--- src/rtl/rf_sb_pkg.sv ---
// Shared types for the register-file scoreboard and write-port arbiter.
package rf_sb_pkg;

    localparam int NREGS = 32;

    typedef logic [4:0] reg_idx_t;

    typedef enum logic {
        WB_ALU = 1'b0,
        WB_LSU = 1'b1
    } wb_src_e;

endpackage

--- src/rtl/rf_scoreboard_arb_if.sv ---
// Issue, writeback and register-file port bundle of rf_scoreboard_arb.
interface rf_scoreboard_arb_if #(
    parameter int XLEN = 32
);
    import rf_sb_pkg::*;

    logic            flush_i;
    logic            issue_valid_i;
    logic            issue_ready_o;
    logic            issue_we_i;
    reg_idx_t        issue_rd_i;
    reg_idx_t        issue_rs1_i;
    reg_idx_t        issue_rs2_i;
    logic            alu_wb_valid_i;
    logic            alu_wb_ready_o;
    reg_idx_t        alu_wb_rd_i;
    logic [XLEN-1:0] alu_wb_data_i;
    logic            lsu_wb_valid_i;
    logic            lsu_wb_ready_o;
    reg_idx_t        lsu_wb_rd_i;
    logic [XLEN-1:0] lsu_wb_data_i;
    reg_idx_t        rf_rd_o;
    logic [XLEN-1:0] rf_data_o;
    logic            busy_o;

    modport slave (
        input  flush_i, issue_valid_i, issue_we_i, issue_rd_i, issue_rs1_i, issue_rs2_i,
        input  alu_wb_valid_i, alu_wb_rd_i, alu_wb_data_i,
        input  lsu_wb_valid_i, lsu_wb_rd_i, lsu_wb_data_i,
        output issue_ready_o, alu_wb_ready_o, lsu_wb_ready_o, rf_rd_o, rf_data_o, busy_o
    );

    modport master (
        output flush_i, issue_valid_i, issue_we_i, issue_rd_i, issue_rs1_i, issue_rs2_i,
        output alu_wb_valid_i, alu_wb_rd_i, alu_wb_data_i,
        output lsu_wb_valid_i, lsu_wb_rd_i, lsu_wb_data_i,
        input  issue_ready_o, alu_wb_ready_o, lsu_wb_ready_o, rf_rd_o, rf_data_o, busy_o
    );

endinterface

--- src/rtl/rf_wb_rr_arb.sv ---
// Two-way round-robin arbiter between ALU and LSU writebacks.
module rf_wb_rr_arb
    import rf_sb_pkg::*;
(
    input  logic    clk,
    input  logic    rst_i,
    input  logic    alu_valid_i,
    input  logic    lsu_valid_i,
    output logic    alu_grant_o,
    output logic    lsu_grant_o,
    output wb_src_e sel_o
);

    wb_src_e last_grant_q;
    wb_src_e last_grant_d;

    // Grants are suppressed while reset is held so nothing is accepted or written.
    always_comb begin
        alu_grant_o  = 1'b0;
        lsu_grant_o  = 1'b0;
        last_grant_d = last_grant_q;
        if (!rst_i) begin
            if (alu_valid_i && lsu_valid_i) begin
                if (last_grant_q == WB_LSU) alu_grant_o = 1'b1;
                else                        lsu_grant_o = 1'b1;
            end else begin
                alu_grant_o = alu_valid_i;
                lsu_grant_o = lsu_valid_i;
            end
        end
        sel_o = lsu_grant_o ? WB_LSU : WB_ALU;
        if (alu_grant_o || lsu_grant_o) last_grant_d = sel_o;
    end

    always_ff @(posedge clk or posedge rst_i) begin
        if (rst_i) last_grant_q <= WB_LSU;
        else       last_grant_q <= last_grant_d;
    end

endmodule

--- src/rtl/rf_scoreboard_arb.sv ---
// Hazard scoreboard plus writeback arbitration for the single-write-port register file.
// Define RF_SB_OUTREG_EN to register rf_rd_o/rf_data_o (one extra cycle of write latency).
module rf_scoreboard_arb #(
    parameter int NREGS = 32,
    parameter int XLEN  = 32
) (
    input  logic clk,
    input  logic rst_i,
    rf_scoreboard_arb_if.slave bus
);
    import rf_sb_pkg::*;

    logic [NREGS-1:0] pending_q;
    logic [NREGS-1:0] pending_d;
    logic             alu_grant;
    logic             lsu_grant;
    wb_src_e          sel;
    reg_idx_t         wb_rd;
    logic [XLEN-1:0]  wb_data;
    reg_idx_t         commit_rd;
    logic             hazard;
    logic             issue_fire;

    rf_wb_rr_arb u_arb (
        .clk         (clk),
        .rst_i       (rst_i),
        .alu_valid_i (bus.alu_wb_valid_i),
        .lsu_valid_i (bus.lsu_wb_valid_i),
        .alu_grant_o (alu_grant),
        .lsu_grant_o (lsu_grant),
        .sel_o       (sel)
    );

    assign bus.alu_wb_ready_o = alu_grant;
    assign bus.lsu_wb_ready_o = lsu_grant;

    always_comb begin
        wb_rd   = '0;
        wb_data = '0;
        if (alu_grant || lsu_grant) begin
            wb_rd   = (sel == WB_ALU) ? bus.alu_wb_rd_i   : bus.lsu_wb_rd_i;
            wb_data = (sel == WB_ALU) ? bus.alu_wb_data_i : bus.lsu_wb_data_i;
        end
    end

`ifdef RF_SB_OUTREG_EN
    reg_idx_t        rf_rd_q;
    logic [XLEN-1:0] rf_data_q;

    always_ff @(posedge clk or posedge rst_i) begin
        if (rst_i) begin
            rf_rd_q   <= '0;
            rf_data_q <= '0;
        end else begin
            rf_rd_q   <= wb_rd;
            rf_data_q <= wb_data;
        end
    end

    // The register file commits what it sees on the port, so that is what retires a pending bit.
    assign bus.rf_rd_o   = rf_rd_q;
    assign bus.rf_data_o = rf_data_q;
    assign commit_rd     = rf_rd_q;
`else
    assign bus.rf_rd_o   = wb_rd;
    assign bus.rf_data_o = wb_data;
    assign commit_rd     = wb_rd;
`endif

    always_comb begin
        hazard = pending_q[bus.issue_rs1_i] | pending_q[bus.issue_rs2_i] |
                 (bus.issue_we_i & pending_q[bus.issue_rd_i]);
        issue_fire = bus.issue_valid_i & ~hazard;
    end

    assign bus.issue_ready_o = ~hazard;
    assign bus.busy_o        = |pending_q;

    // Order matters: commit clears, a new issue to the same register re-sets, flush clears all.
    always_comb begin
        pending_d            = pending_q;
        pending_d[commit_rd] = 1'b0;
        if (issue_fire && bus.issue_we_i && (bus.issue_rd_i != '0))
            pending_d[bus.issue_rd_i] = 1'b1;
        if (bus.flush_i)
            pending_d = '0;
    end

    always_ff @(posedge clk or posedge rst_i) begin
        if (rst_i) pending_q <= '0;
        else       pending_q <= pending_d;
    end

endmodule

--- src/flat_wrapper.sv ---
// flat-port wrapper written by rule: the top's interface ports become plain ports
module rf_scoreboard_arb_flat import rf_sb_pkg::*;
#(
    parameter int NREGS = 32,
    parameter int XLEN  = 32
)
  (clk, rst_i, bus_flush_i, bus_issue_valid_i, bus_issue_we_i, bus_issue_rd_i, bus_issue_rs1_i, bus_issue_rs2_i, bus_alu_wb_valid_i, bus_alu_wb_rd_i, bus_alu_wb_data_i, bus_lsu_wb_valid_i, bus_lsu_wb_rd_i, bus_lsu_wb_data_i, bus_issue_ready_o, bus_alu_wb_ready_o, bus_lsu_wb_ready_o, bus_rf_rd_o, bus_rf_data_o, bus_busy_o);
  rf_scoreboard_arb_if #(.XLEN(XLEN)) bus_i ();
  input  logic clk;
  input  logic rst_i;
  input wire logic [$bits(bus_i.flush_i)-1:0] bus_flush_i;
  input wire logic [$bits(bus_i.issue_valid_i)-1:0] bus_issue_valid_i;
  input wire logic [$bits(bus_i.issue_we_i)-1:0] bus_issue_we_i;
  input wire logic [$bits(bus_i.issue_rd_i)-1:0] bus_issue_rd_i;
  input wire logic [$bits(bus_i.issue_rs1_i)-1:0] bus_issue_rs1_i;
  input wire logic [$bits(bus_i.issue_rs2_i)-1:0] bus_issue_rs2_i;
  input wire logic [$bits(bus_i.alu_wb_valid_i)-1:0] bus_alu_wb_valid_i;
  input wire logic [$bits(bus_i.alu_wb_rd_i)-1:0] bus_alu_wb_rd_i;
  input wire logic [$bits(bus_i.alu_wb_data_i)-1:0] bus_alu_wb_data_i;
  input wire logic [$bits(bus_i.lsu_wb_valid_i)-1:0] bus_lsu_wb_valid_i;
  input wire logic [$bits(bus_i.lsu_wb_rd_i)-1:0] bus_lsu_wb_rd_i;
  input wire logic [$bits(bus_i.lsu_wb_data_i)-1:0] bus_lsu_wb_data_i;
  output wire logic [$bits(bus_i.issue_ready_o)-1:0] bus_issue_ready_o;
  output wire logic [$bits(bus_i.alu_wb_ready_o)-1:0] bus_alu_wb_ready_o;
  output wire logic [$bits(bus_i.lsu_wb_ready_o)-1:0] bus_lsu_wb_ready_o;
  output wire logic [$bits(bus_i.rf_rd_o)-1:0] bus_rf_rd_o;
  output wire logic [$bits(bus_i.rf_data_o)-1:0] bus_rf_data_o;
  output wire logic [$bits(bus_i.busy_o)-1:0] bus_busy_o;
  assign bus_i.flush_i = bus_flush_i;
  assign bus_i.issue_valid_i = bus_issue_valid_i;
  assign bus_i.issue_we_i = bus_issue_we_i;
  assign bus_i.issue_rd_i = bus_issue_rd_i;
  assign bus_i.issue_rs1_i = bus_issue_rs1_i;
  assign bus_i.issue_rs2_i = bus_issue_rs2_i;
  assign bus_i.alu_wb_valid_i = bus_alu_wb_valid_i;
  assign bus_i.alu_wb_rd_i = bus_alu_wb_rd_i;
  assign bus_i.alu_wb_data_i = bus_alu_wb_data_i;
  assign bus_i.lsu_wb_valid_i = bus_lsu_wb_valid_i;
  assign bus_i.lsu_wb_rd_i = bus_lsu_wb_rd_i;
  assign bus_i.lsu_wb_data_i = bus_lsu_wb_data_i;
  assign bus_issue_ready_o = bus_i.issue_ready_o;
  assign bus_alu_wb_ready_o = bus_i.alu_wb_ready_o;
  assign bus_lsu_wb_ready_o = bus_i.lsu_wb_ready_o;
  assign bus_rf_rd_o = bus_i.rf_rd_o;
  assign bus_rf_data_o = bus_i.rf_data_o;
  assign bus_busy_o = bus_i.busy_o;
  rf_scoreboard_arb #(.NREGS(NREGS), .XLEN(XLEN)) u_core (.clk(clk), .rst_i(rst_i), .bus(bus_i));
endmodule
--- config.mk ---
export PLATFORM = sky130hd
export DESIGN_NAME = rf_scoreboard_arb_flat
export DESIGN_NICKNAME = d
export VERILOG_FILES = /design/src/rtl/rf_sb_pkg.sv /design/src/rtl/rf_scoreboard_arb_if.sv /design/src/rtl/rf_wb_rr_arb.sv /design/src/rtl/rf_scoreboard_arb.sv /design/src/flat_wrapper.sv
export SDC_FILE = /design/constraint.sdc
export NUM_CORES = 1
export LEC_CHECK = 0
export CORE_ASPECT_RATIO = 0.7
export CORE_MARGIN = 2
export CORE_UTILIZATION = 47
export DETAILED_ROUTE_END_ITERATION = 8
export PLACE_DENSITY = 0.89
export SETUP_SLACK_MARGIN = 0.4
export SLEW_MARGIN = 25
export SYNTH_ARGS = -nofsm -noshare
export SYNTH_HDL_FRONTEND = slang
export SYNTH_SLANG_ARGS = --single-unit
--- constraint.sdc ---
create_clock -name clk -period 6.2 [get_ports clk]
set_input_delay 1.24 -clock clk [delete_from_list [all_inputs] [get_ports clk]]
set_output_delay 1.24 -clock clk [all_outputs]
set_load 0.1 [all_outputs]
==> results by group, run 1 <==
Status
  • Status: complete, no violations

Timing
  • Final hold viol count: 0
  • RSZ-0062 raised after global routing: no
  • Max Slew Vio Count: 0
  • Clock skew: between 7 and 8 ps
  • Slew @ Worst Pin: ~1000 ps
  • Setup TNS: 0 ps
  • Final setup viols: 0
  • Hold slack: 563 ps
  • Final min period: between 5000 and 6000 ps
  • Period utilization: between 80% and 90%
  • Peak Freq: 184 MHz
  • Slew headroom: around a third

Route
  • Iteration-0 DRC count of the detailed router: approximately 460
  • Wirelength per Cell: around 23 µm
  • Top routing layer in use: met4
  • Routed Antenna Nets: 0
  • Met2 WL post-DR: between 6000 and 7000 µm
  • Vias per Instance: 6.63
  • Metal3 WL: around 1700 µm
  • Met1 wire length: 5430 µm
  • Final wirelength: roughly 14000 µm
  • Vias: about 4000
  • DRC viols: 0
  • 1st-pass router iterations: 7

Placed design
  • Dpl cell area: roughly 5000 µm²
  • Port-buffer cells: about 140
  • Final HPWL DP: 9760 µm
  • Routability cong.: around 0.94

Job
  • Max-cap viol count: 0

Layout
  • Area grow syn2layout: 54.1%
  • Cell area after layout: slightly above 5000 µm²
  • FF+latch area: approximately 830 µm²
  • Multi-input logic area: roughly 2300 µm²
  • Ant diodes: 0
  • Layout cell share with drive strength beyond 1: between 10% and 20%
  • Fillers: just under 500
  • Final Core Density: 74.9%
  • Layout Nets: 600

Global route
  • Global route total overflow: 0
  • First-pass GRT wire length: 20400 µm
  • Largest net degree at the start of global routing: 37
  • Vias in the first global route: ~3800
  • Initial antenna violation count: 0
  • Total Routing Usage GR: between 30% and 40%

Setup path
  • Critical Path Sink Type: output pin
  • CP Class: primary input to output pin
  • CP max stage delay: between 900 and 1000 ps
  • Max stage delay cell, worst path: clkdlybuf4s50_1
  • Critical Path RT: between 4000 and 5000 ps
  • Critical path buffers and inverters: 3
  • Critical path peak fanout: 32
  • Arrival time at the worst endpoint: around 4200 ps
  • Delay-heaviest family, CP: buffers and inverters
  • Startpoint type of the worst setup path: primary input
  • Critical-path cell list: clkdlybuf4s50_1 -> mux2_2 -> a222oi_1 -> nand3_1 -> a221o_1 -> buf_4 -> a21oi_1 -> buf_12

CTS
  • Insertion delay to the later sink of the worst-skew pair: approximately 300 ps
  • CTS tree: built
  • CTS Hold Buffers Added: 0
  • Clock root buffer: clkbuf_8
  • Clk sinks: 33
  • Cts bufs inserted: 5
  • Clk buf depth: 2
  • Worst-path clk slew: roughly 60 ps
  • Setup repair bufs after CTS: 0
  • H-tree level count: 2
  • Post-CTS resize count: 0

Floorplan
  • Die Width: 104 µm
  • Core ar.: around 6800 µm²
  • # rows: 25
  • Die height: between 70 and 80 µm
  • DIE AREA: 7680 µm²
  • I/O Pins: about 140
  • Initial core utilization: 48.6%

Synth
  • Synthesis Warnings: 0
  • Synth Net Count: between 400 and 500
  • Post-synth EDFFs: 0
  • Syn Inst Count: roughly 390
  • Cell Area, Synth: about 3300 µm²
  • Sequential fraction of the synthesis area: about a quarter
  • FF+latch count, synth: 33
  • Async set or reset register ratio after synthesis: 100%
  • Synth Area per Inst: between 8 and 9 µm²
  • Synth cell types: between 40 and 50
  • Top FF cell, synth: dfrtp_1

Power and ir drop
  • Power density cells: about 170 nW/µm²
  • Max VDD drop: about 220 µV
  • Total power: 0.886 mW
  • Leakage power: ~2.0 nW

Hold path
  • Worst min-delay path class: flop to flop
## worst register-to-register path, cell delays in order, from the launching register on
cell and delay (ps):
dfstp_2 560, nand2b_1 210, a32oi_1 160, nor2_1 690, nand3_1 330, o21ai_0 290
o31ai_1 120
## sequential cells by signal (all words and copies together), names as in the netlist
signal / flops
u_core.pending_q: 32
u_core.u_arb.last_grant_q: 1
## power breakdown
group          internal (mW)  total (mW)  switching (mW)
logic                  0.164       0.449           0.285
clock network          0.131       0.216          0.0848
registers              0.218       0.221         0.00262
## cell families (layout without fill, tap and decap cells)
logic type,Yosys count,in the layout,synth area share [%]
and+or+nand+nor,140,140,23.4
AOI/OAI and AO/OA,133,133,29.5
muxes,46,46,15.2
DFF,33,33,25.2
buffers and inverters,40,153,6.67
## cell usage in the layout (no fill, tap or decap), types with 3 or more instances in the layout
cell type / synthesis / final
o21ai_0: 23 / 23
clkbuf_8: 0 / 6
and2_1: 3 / 3
nor2b_1: 33 / 33
a32oi_1: 5 / 5
o41ai_1: 8 / 8
clkdlybuf4s50_1: 0 / 98
o31ai_1: 31 / 31
buf_12: 1 / 33
or2_2: 3 / 3
nor3b_1: 6 / 4
nand2_1: 18 / 18
mux2i_1: 33 / 33
nand2b_1: 5 / 5
nand4_1: 3 / 3
a22o_1: 33 / 33
mux2_2: 11 / 11
buf_4: 0 / 11
nor4_1: 8 / 8
nor2_1: 9 / 9
a21oi_1: 13 / 12
nand3_1: 42 / 42
dfrtp_1: 32 / 32
a22oi_1: 8 / 8
## cells in the mapped netlist, drive strengths merged (3+ instances only)
| library cell | n | area share (%) |
|---|---|---|
| nand3 | 42 | 6.4 |
| a22o | 33 | 8.8 |
| mux2i | 33 | 10 |
| nor2b | 33 | 6.3 |
| dfrtp | 32 | 24 |
| o31ai | 31 | 7.1 |
| o21ai | 25 | 3.8 |
| clkbuf | 22 | 2.6 |
| nand2 | 18 | 2.1 |
| buf | 15 | 3.8 |
| a21oi | 13 | 2.0 |
| mux2 | 11 | 3.8 |
| nor2 | 9 | 1.0 |
| a22oi | 8 | 1.8 |
| nor4 | 8 | 1.5 |
| o41ai | 8 | 2.1 |
| nor3b | 6 | 1.4 |
| a32oi | 5 | 1.3 |
| nand2b | 5 | 0.95 |
| and2 | 3 | 0.57 |
| inv | 3 | 0.34 |
| nand4 | 3 | 0.57 |
| or2 | 3 | 0.57 |
## metrics by stage
stage          worst slack, ps  std cells
4_1_cts                    797        599
5_1_grt                    583        599
3_3_place_gp               889        591
6_report                   772        599
2_1_floorplan              743        392
3_5_place_dp               823        591
## final timing paths
| check | startpoint | to | slack (ps) | cells past startpoint |
|---|---|---|---|---|
| worst max-delay path | bus_issue_rd_i[1] | bus_issue_ready_o | 770 | 8 |
| min in group asynchronous | rst_i | u_core.pending_q[4] | 1580 | 3 |
| worst min-delay path | u_core.u_arb.last_grant_q | u_core.u_arb.last_grant_q | 560 | 2 |
| max in group asynchronous | rst_i | u_core.u_arb.last_grant_q | 4280 | 3 |
| worst min register to register | u_core.u_arb.last_grant_q | u_core.u_arb.last_grant_q | 560 | 2 |
| worst max register to register | u_core.u_arb.last_grant_q | u_core.pending_q[13] | 3730 | 6 |
## per-layer routing
layer | track usage (%) | up-vias
met5 | 1.79 | -
met3 | 11.2 | 41
met4 | 10.5 | 0
met1 | 46.2 | 1895
li1 | - | 1750
met2 | 50.4 | 284
## layout make-up
| class | instances | area share [%] |
|---|---|---|
| Multi-Input combinational cell | 319 | 44.8 |
| Timing Repair Buffer | 142 | 34.1 |
| Sequential cell | 33 | 16.3 |
| Tap cell | 94 | 2.32 |
| Clock buffer | 7 | 1.71 |
| Clock inverter | 1 | 0.593 |
| Inverter | 3 | 0.222 |
(Power assumes the default switching activity.)
==> run 2, diff against run 1 <==
CORE_MARGIN = 1.5   (was 2)
SETUP_SLACK_MARGIN = 0.1   (was 0.4)
==> run 2 against run 1 <==
Compared with the run above: wire length shrank 3.3%; clock power shrank 22%; via count shrank 0.18%; clock skew shrank 0.82 ps; combinational power is essentially flat; critical path depth grew 2; critical path type unchanged; critical endpoint unchanged; largest power group unchanged.
==> results by group, run 2 (synthesis gave the netlist of run 1 again) <==
Setup path
  • Startpoint type of the worst setup path: primary input
  • Arrival time at the worst endpoint: 4100 ps (-90 ps)
  • Worst reg2reg path startpoint: u_core.u_arb.last_grant_q
  • R2R setup slack: 3910 ps (+180 ps)
  • Critical Path RT: 4960 ps (about the same)
  • Setup crit end: bus_issue_ready_o
  • Critical Path Sink Type: output pin
  • Reg2Reg Depth: 5 (-1)
  • Worst Setup SP: bus_issue_rs2_i[1]
  • CP Class: primary input to output pin
  • FF-to-FF End: u_core.pending_q[0]
  • Critical path peak fanout: 32 (unchanged)

Route
  • Final wirelength: 13100 µm (-3.3%)
  • 1st-pass router iterations: 7 (unchanged)
  • Wirelength per Cell: 21.8 µm (-3.4%)
  • Vias per Instance: 6.61 (-0.34%)
  • Vias: 3963 (-0.18%)
  • DRC viols: 0 (unchanged)
  • Iteration-0 DRC count of the detailed router: 534 (+17%)
  • Routed Antenna Nets: 0 (unchanged)

Timing
  • Max Slew Vio Count: 0 (unchanged)
  • Peak Freq: 187 MHz (+1.7%)
  • Setup TNS: 0 ps (unchanged)
  • Period utilization: 86.1% (-1.5 points)
  • Final hold viol count: 0 (unchanged)
  • Final min period: 5340 ps (-93.2 ps)
  • Slew headroom: 32.0% (+0.32 points)
  • Min setup slack post-route: 865 ps (+93.2 ps)
  • Final setup viols: 0 (unchanged)
  • RSZ-0062 raised after global routing: no
  • Slew @ Worst Pin: 1010 ps (-4.70 ps)
  • Clock skew: 6.25 ps (-0.819 ps)

Job
  • Max-cap viol count: 0 (unchanged)

Placed design
  • Setup WS pre-CTS: 932 ps (+109 ps)
  • Final HPWL DP: 9500 µm (-2.6%)
  • Port-buffer cells: 136 (unchanged)
  • Routability cong.: 1.06 (+14%)

Layout
  • Reg with most FFs: u_core.pending_q
  • Ant diodes: 0 (unchanged)
  • Largest regs: u_core.pending_q (32), u_core.u_arb.last_grant_q (1)
  • Layout Nets: 602 (+0.33%)
  • Layout cell share with drive strength beyond 1: 14.8% (+0.17 points)
  • Area grow syn2layout: 53.7%
  • Most frequent cells in the layout: 98 x clkdlybuf4s50_1, 42 x nand3_1
  • Most common cell after layout, fill and taps aside: clkdlybuf4s50_1
  • Fillers: 496 (+3.1%)
  • Largest register FFs: 32 (unchanged)

Global route
  • Largest net degree at the start of global routing: 37 (unchanged)
  • First-pass GRT wire length: 19300 µm (-5.6%)
  • Global route total overflow: 0 (unchanged)
  • Total Routing Usage GR: 33.3% (-0.23 points)
  • Vias in the first global route: 3674 (-3.8%)
  • Initial antenna violation count: 0 (unchanged)

Floorplan
  • Initial core utilization: 48.6% (unchanged)
  • # rows: 25 (unchanged)
  • I/O Pins: 137 (unchanged)
  • DIE AREA: 7510 µm² (-2.3%)
  • Die height: 72.9 µm (-1.4%)
  • Die Width: 103 µm (-0.96%)
  • Core ar.: 6760 µm² (unchanged)

Power and ir drop
  • Max VDD drop: 132 µV (-41%)
  • Leakage power: 2.02 nW (-0.20%)
  • Power density cells: 166 nW/µm² (-5.0%)
  • Total power: 0.838 mW (-5.3%)

CTS
  • Worst-path clk slew: 70 ps (about the same)
  • Clock root buffer: clkbuf_8
  • Setup repair bufs after CTS: 0 (unchanged)
  • Post-CTS resize count: 0 (unchanged)
  • H-tree level count: 2 (unchanged)
  • Cts bufs inserted: 5 (unchanged)
  • CTS tree: built
  • Clk sinks: 33 (unchanged)
  • Clk buf depth: 2 (unchanged)
  • Insertion delay to the later sink of the worst-skew pair: 290 ps (about the same)
  • CTS Hold Buffers Added: 0 (unchanged)

Hold path
  • Worst min-delay path class: flop to flop

Status
  • Status: complete, no violations
-- run 2: changes by cell type in the layout (fill, tap and decap cells not counted), sizes merged --
| cell | change |
|---|---|
| buf | +2 |
| bufinv | -1 |
-- run 2: through the flow --
step | hold slack (ps) | util (%) | area [µm²] | std cells
4_1_cts | 561 | 74.6 | 5040 | 600
3_3_place_gp | 525 | 73.1 | 4940 | 593
3_5_place_dp | 555 | 73.3 | 4950 | 593
6_report | 565 | 74.7 | 5050 | 600
2_1_floorplan | 513 | - | 3280 | 392
5_1_grt | 580 | 74.7 | 5050 | 600
-- run 2: power breakdown --
part	internal, mW	switching [mW]
combinational	0.165	0.284
clock	0.0881	0.0807
sequential	0.218	0.00243
-- run 2: worst min path at each step --
stage | end | cells past startpoint | startpoint
after floorplan | u_core.u_arb.last_grant_q | 2 | u_core.u_arb.last_grant_q
after global placement | u_core.u_arb.last_grant_q | 2 | u_core.u_arb.last_grant_q
after detailed placement | u_core.u_arb.last_grant_q | 2 | u_core.u_arb.last_grant_q
after CTS | u_core.u_arb.last_grant_q | 2 | u_core.u_arb.last_grant_q
after global routing | u_core.u_arb.last_grant_q | 2 | u_core.u_arb.last_grant_q
final | u_core.u_arb.last_grant_q | 2 | u_core.u_arb.last_grant_q
-- run 2: worst max-delay path, cell delays in order --
cell,delay (ps)
clkdlybuf4s50_1,770
buf_4,280
mux2i_1,210
a22oi_1,100
nand3_1,120
nand4_1,90
or4_1,530
buf_4,270
a21oi_1,260
buf_12,210
-- run 2: layout make-up --
class	count	area [µm²]	area share, %
tap	94	118	2.33
multi-input combinational	319	2270	44.9
clock buffer	7	86.3	1.71
inverter	3	11.3	0.223
timing repair buffer	144	1740	34.5
sequential	33	827	16.4
-- run 2: metal layers --
metal  share of wire [%]  track usage [%]
met1                  40             49.3
met2                  45             48.0
met3                  13             8.81
met4                 1.9             9.16
met5                   0                0
